`src/rtl/general_register_file.sv`:
```
// general_register_file
// Eight 32-bit i386 general registers (EAX..EDI) with two registered read
// ports and one write port. Register codes and operand sizes come from the
// general register decoder; byte codes 4..7 select AH/CH/DH/BH.
// Optional feature macro: GENERAL_REGISTER_BYPASS_EN. When defined, a read
// coinciding with a write to the same register returns the post-merge value.
// Otherwise it returns the pre-write value.
module general_register_file #(
    parameter logic [31:0] RESET_EDX = 32'h0000_0308
) (
    input  logic        clock,
    input  logic        reset,
    input  logic        rd0_req,
    input  logic [2:0]  rd0_code,
    input  logic [1:0]  rd0_size,
    output logic        rd0_valid,
    output logic [31:0] rd0_data,
    input  logic        rd1_req,
    input  logic [2:0]  rd1_code,
    input  logic [1:0]  rd1_size,
    output logic        rd1_valid,
    output logic [31:0] rd1_data,
    input  logic        wr_en,
    input  logic [2:0]  wr_code,
    input  logic [1:0]  wr_size,
    input  logic [31:0] wr_data
);

    // Operand size encoding; 2'b11 falls through to the dword case.
    localparam logic [1:0] SZ_BYTE = 2'b00;
    localparam logic [1:0] SZ_WORD = 2'b01;

    // Physical register selected by a code: byte codes 4..7 alias regs 0..3.
    function automatic logic [2:0] reg_index(input logic [2:0] code,
                                             input logic [1:0] size);
        return (size == SZ_BYTE) ? {1'b0, code[1:0]} : code;
    endfunction

    // Replace only the addressed slice of old_val with the low bits of data.
    function automatic logic [31:0] merge_slice(input logic [31:0] old_val,
                                                input logic [2:0]  code,
                                                input logic [1:0]  size,
                                                input logic [31:0] data);
        logic [31:0] result;
        case (size)
            SZ_BYTE: result = code[2] ? {old_val[31:16], data[7:0], old_val[7:0]}
                                      : {old_val[31:8], data[7:0]};
            SZ_WORD: result = {old_val[31:16], data[15:0]};
            default: result = data;
        endcase
        return result;
    endfunction

    // Extract the addressed slice right-aligned and zero-extended.
    function automatic logic [31:0] extract_slice(input logic [31:0] val,
                                                  input logic [2:0]  code,
                                                  input logic [1:0]  size);
        logic [31:0] result;
        case (size)
            SZ_BYTE: result = code[2] ? {24'h0, val[15:8]} : {24'h0, val[7:0]};
            SZ_WORD: result = {16'h0, val[15:0]};
            default: result = val;
        endcase
        return result;
    endfunction

    logic [31:0] regs [8];

    logic [2:0]  wr_idx;
    logic [31:0] wr_merged;
    logic [2:0]  rd0_idx;
    logic [2:0]  rd1_idx;
    logic [31:0] rd0_src;
    logic [31:0] rd1_src;

    // Address decode, write merge and read source selection.
    always_comb begin
        wr_idx    = reg_index(wr_code, wr_size);
        wr_merged = merge_slice(regs[wr_idx], wr_code, wr_size, wr_data);
        rd0_idx   = reg_index(rd0_code, rd0_size);
        rd1_idx   = reg_index(rd1_code, rd1_size);
`ifdef GENERAL_REGISTER_BYPASS_EN
        rd0_src   = (wr_en && (wr_idx == rd0_idx)) ? wr_merged : regs[rd0_idx];
        rd1_src   = (wr_en && (wr_idx == rd1_idx)) ? wr_merged : regs[rd1_idx];
`else
        rd0_src   = regs[rd0_idx];
        rd1_src   = regs[rd1_idx];
`endif
    end

    // Register array: reset values, then one merged slice write per cycle.
    always_ff @(posedge clock) begin
        if (reset) begin
            // NOTE: the array is reset on purpose because software reads the
            // architectural reset values (EDX holds the component ID), so it
            // cannot map to a plain RAM macro; the later EDX assignment wins.
            regs       <= '{default: 32'h0};
            regs[3'd2] <= RESET_EDX;
        end else if (wr_en) begin
            // NOTE: non-blocking so the read ports above still see the
            // pre-edge array value within the same cycle.
            regs[wr_idx] <= wr_merged;
        end
    end

    // Read port output registers; data holds when no request is made.
    always_ff @(posedge clock) begin
        if (reset) begin
            rd0_valid <= 1'b0;
            rd0_data  <= 32'h0;
            rd1_valid <= 1'b0;
            rd1_data  <= 32'h0;
        end else begin
            rd0_valid <= rd0_req;
            rd1_valid <= rd1_req;
            if (rd0_req) rd0_data <= extract_slice(rd0_src, rd0_code, rd0_size);
            if (rd1_req) rd1_data <= extract_slice(rd1_src, rd1_code, rd1_size);
        end
    end

endmodule

```
`config.mk`:
```
export PLATFORM = sky130hd
export DESIGN_NAME = general_register_file
export DESIGN_NICKNAME = d
export VERILOG_FILES = /design/src/rtl/general_register_file.sv
export SDC_FILE = /design/constraint.sdc
export NUM_CORES = 1
export LEC_CHECK = 0
export CELL_PAD_IN_SITES_DETAIL_PLACEMENT = 0
export CELL_PAD_IN_SITES_GLOBAL_PLACEMENT = 1
export CORE_UTILIZATION = 47
export DETAILED_ROUTE_END_ITERATION = 10
export PLACE_DENSITY_LB_ADDON = 0.08
export SKIP_LAST_GASP = 1
export SLEW_MARGIN = 20
export SYNTH_ARGS = -nofsm -noshare
export SYNTH_HDL_FRONTEND = slang
export SYNTH_SLANG_ARGS = --single-unit
```
`constraint.sdc`:
```
create_clock -name clock -period 2.7 [get_ports clock]
set_input_delay 0.54 -clock clock [delete_from_list [all_inputs] [get_ports clock]]
set_output_delay 0.54 -clock clock [all_outputs]
set_load 0.02 [all_outputs]
```
==> impl_metrics.json <==
{
  "syn_area_per_cell_sq_um": 9.97,
  "crit_cells": 1,
  "fillers": 3059,
  "io_pins": 118,
  "hold_path_depth": 2,
  "die_h_um": 190,
  "finalSetupTns_ps": 0,
  "cts-root-buf": "clkbuf_16",
  "ys_warn_count": 0,
  "ys_seq_elements": 322,
  "p_leak_nw": 7.15,
  "holdCritPathClass": "in2reg",
  "cp-end-kind": "primary output",
  "hpwl_um": 35000,
  "syn2layout_area_growth_pct": 20.7,
  "start_util_pct": 48.1,
  "slew_viol_final": 0,
  "crit_fanout": 2,
  "period_needed_ps": 2150,
  "ys_seq_area_share_pct": 38.6,
  "path_delay_family": "buffers and inverters",
  "wire_per_inst_um": 24.1,
  "maxCapViolations": 0,
  "slowest_delay_ps": 650,
  "peakVddDrop_mv": 0.459,
  "coreArea_sq_um": 34700,
  "insertion_delay_ps": 530,
  "combPwrFrac_pct": 12.2,
  "slew_headroom_pct": 46.9,
  "worst_hold_path.endpoint": "regs[4]",
  "status": "finished, final reports clean",
  "antenna_found_initial": 0,
  "die_area_sq_um": 36300,
  "pwr-share-clk_pct": 45.3,
  "fp.dieW_um": 190,
  "port_buffers": 117,
  "cp.required_ps": 2160,
  "nets": 1826,
  "timing.rr.start": "regs[130]",
  "rsz0062_at_grt": "false",
  "fmax_mhz": 465,
  "grt_pass1_wl_um": 82200,
  "cts-htree-levels": 2,
  "grt.overflow.total": 0,
  "setup_violations": 0,
  "routed_wirelength_um": 54300,
  "rows": 68,
  "post-route-util_pct": 58.0,
  "worst-path-buf-inv": 1,
  "skew_ps": 14.4,
  "worstMarginPinSlew_ps": 797,
  "hold_viol_final": 0,
  "cts_hold_buf": 0,
  "clkSinkCount": 322,
  "cts_tree": "yes",
  "whs_ps": 300,
  "path_cells": "clkdlybuf4s50_1",
  "clkTransAtPathRegs_ps": 60,
  "grt_pass1_vias": 13268,
  "via_count": 14213,
  "cts_resized": 0,
  "cpMaxStageDelayCell": "clkdlybuf4s50_1",
  "cts.path.max_buffers": 3,
  "synth_area_sq_um": 16700,
  "cts_buffers": 38,
  "power_per_cell_area_nw_per_um2": 583,
  "fin_crit_sh_pct": 79.7,
  "reg2reg_slack_ps": 1070,
  "vias_per_cell": 6.29,
  "internal_power_mw": 8.78,
  "crit_arrival_ps": 1610,
  "place.gp.congestion": 0.883,
  "crit_path_start_kind": "register",
  "p_switching_mw": 2.95,
  "worstRegToRegCells": 3,
  "syn_inst": 1674,
  "syn-num-nets": 1726,
  "switching_share_pct": 25.2,
  "n_antenna_cell": 0,
  "ys_types": 40,
  "grt_usage_pct": 30.0,
  "ant_nets": 0,
  "reg2reg_to": "regs[226]",
  "post_cts.repair.setup_buffers": 0,
  "drtIter0Drc": 1270,
  "grt_max_degree": 164,
  "first_pass_iters": 5,
  "worstSetupPathType": "reg2out",
  "drive_gt1_share_pct": 18.9,
  "p_seq_share_pct": 42.5,
  "hold_start": "reset",
  "drc": 0
}
-- stage by stage --
step | instance area (sq um) | cells | power [mW] | setup slack, ps
after CTS | 20100 | 2258 | 11.8 | 513
after global placement | 18800 | 2189 | 6.50 | 147
final | 20100 | 2258 | 11.7 | 549
after detailed placement | 18800 | 2189 | 6.51 | 149
after floorplan | 16700 | 1674 | 5.93 | 633
after global routing | 20100 | 2258 | 12.1 | 497
-- final cells by class --
| class | instances | area [sq um] | share of cell area [%] |
|---|---|---|---|
| multi-input cells | 1170 | 9440 | 46.9 |
| repair buffers | 223 | 2310 | 11.4 |
| inverters | 19 | 71.3 | 0.354 |
| clock buffers | 61 | 1220 | 6.06 |
| well taps | 455 | 569 | 2.83 |
| flip-flops and latches | 322 | 6450 | 32.0 |
| clock inverters | 8 | 90.1 | 0.447 |
-- kinds of logic after synthesis --
group | synth area share [%]
and+or+nand+nor | 14.1
buffers and inverters | 5.10
AOI/OAI and AO/OA | 17.3
DFF | 38.6
muxes | 24.9
-- cells in the final DEF (no fill, tap or decap), types with 18 or more instances in the layout --
cell             synthesis  layout
a211o_1                 34      34
a211oi_1                72      72
a21oi_1                 97      97
a22oi_1                 32      32
buf_12                   0      28
buf_4                   19      81
clkbuf_16                0      41
clkdlybuf4s50_1          0     112
dfxtp_1                322     322
mux2i_1                 80      80
mux4_2                 144     144
nand2_1                173     173
nand3b_1               129     129
nor2_1                 112     110
o21ai_0                176     176
o21ai_1                 23      21
o22ai_1                 18      18
-- worst max-delay path by stage --
stage	startpoint	to	slack, ps
6_report	rd0_data[22]	rd0_data[22]	550
5_1_grt	rd0_data[22]	rd0_data[22]	500
4_1_cts	rd0_data[22]	rd0_data[22]	510
3_5_place_dp	wr_code[2]	regs[34]	150
3_3_place_gp	rd1_size[0]	rd1_data[18]	150
2_1_floorplan	rd0_code[2]	rd0_data[17]	630
-- Yosys cell counts (all sizes together) --
cell type,number,area [sq um]
nand2b,7,43.8
or3,4,25.0
o211ai,2,15.0
o21ai,199,996
clkbuf,88,330
o21a,1,7.51
and3,4,25.0
nor2b,5,31.3
nor3,16,133
a211oi,72,541
nand2,173,649
nor3b,2,15.0
o221ai,6,52.6
mux4,144,3240
mux2,1,15.0
a22oi,32,240
a311oi,6,52.6
buf,75,449
a21oi,97,485
clkinv,2,7.51
o22ai,18,113
dfxtp,322,6450
inv,17,63.8
nand3,4,20.0
nand3b,129,968
nor2,112,420
a31oi,6,37.5
or3b,1,8.76
mux2i,87,897
a21o,7,52.6
or2,1,6.26
a211o,34,298
-- per-layer routing --
layer	track usage [%]	wire, um	up-vias
met5	0	0	-
met2	46.0	24800	608
met1	44.1	24700	7053
li1	-	-	6483
met4	7.51	712	0
met3	4.73	4120	69
-- state kept, by name, summed over array words and instances, names as in the netlist --
register,cells
rd0_data,32
rd0_valid,1
rd1_data,32
rd1_valid,1
regs,256
-- power by group through the flow --
| stage | registers [mW] | clock network (mW) | logic [mW] |
|---|---|---|---|
| 2_1_floorplan | 5.08 | 0 | 0.847 |
| 3_3_place_gp | 5.08 | 0 | 1.42 |
| 3_5_place_dp | 5.09 | 0 | 1.42 |
| 4_1_cts | 4.98 | 5.40 | 1.43 |
| 5_1_grt | 5.00 | 5.61 | 1.53 |
| 6_report | 4.99 | 5.31 | 1.44 |
No activity file was read; power rests on OpenSTA's default activity.
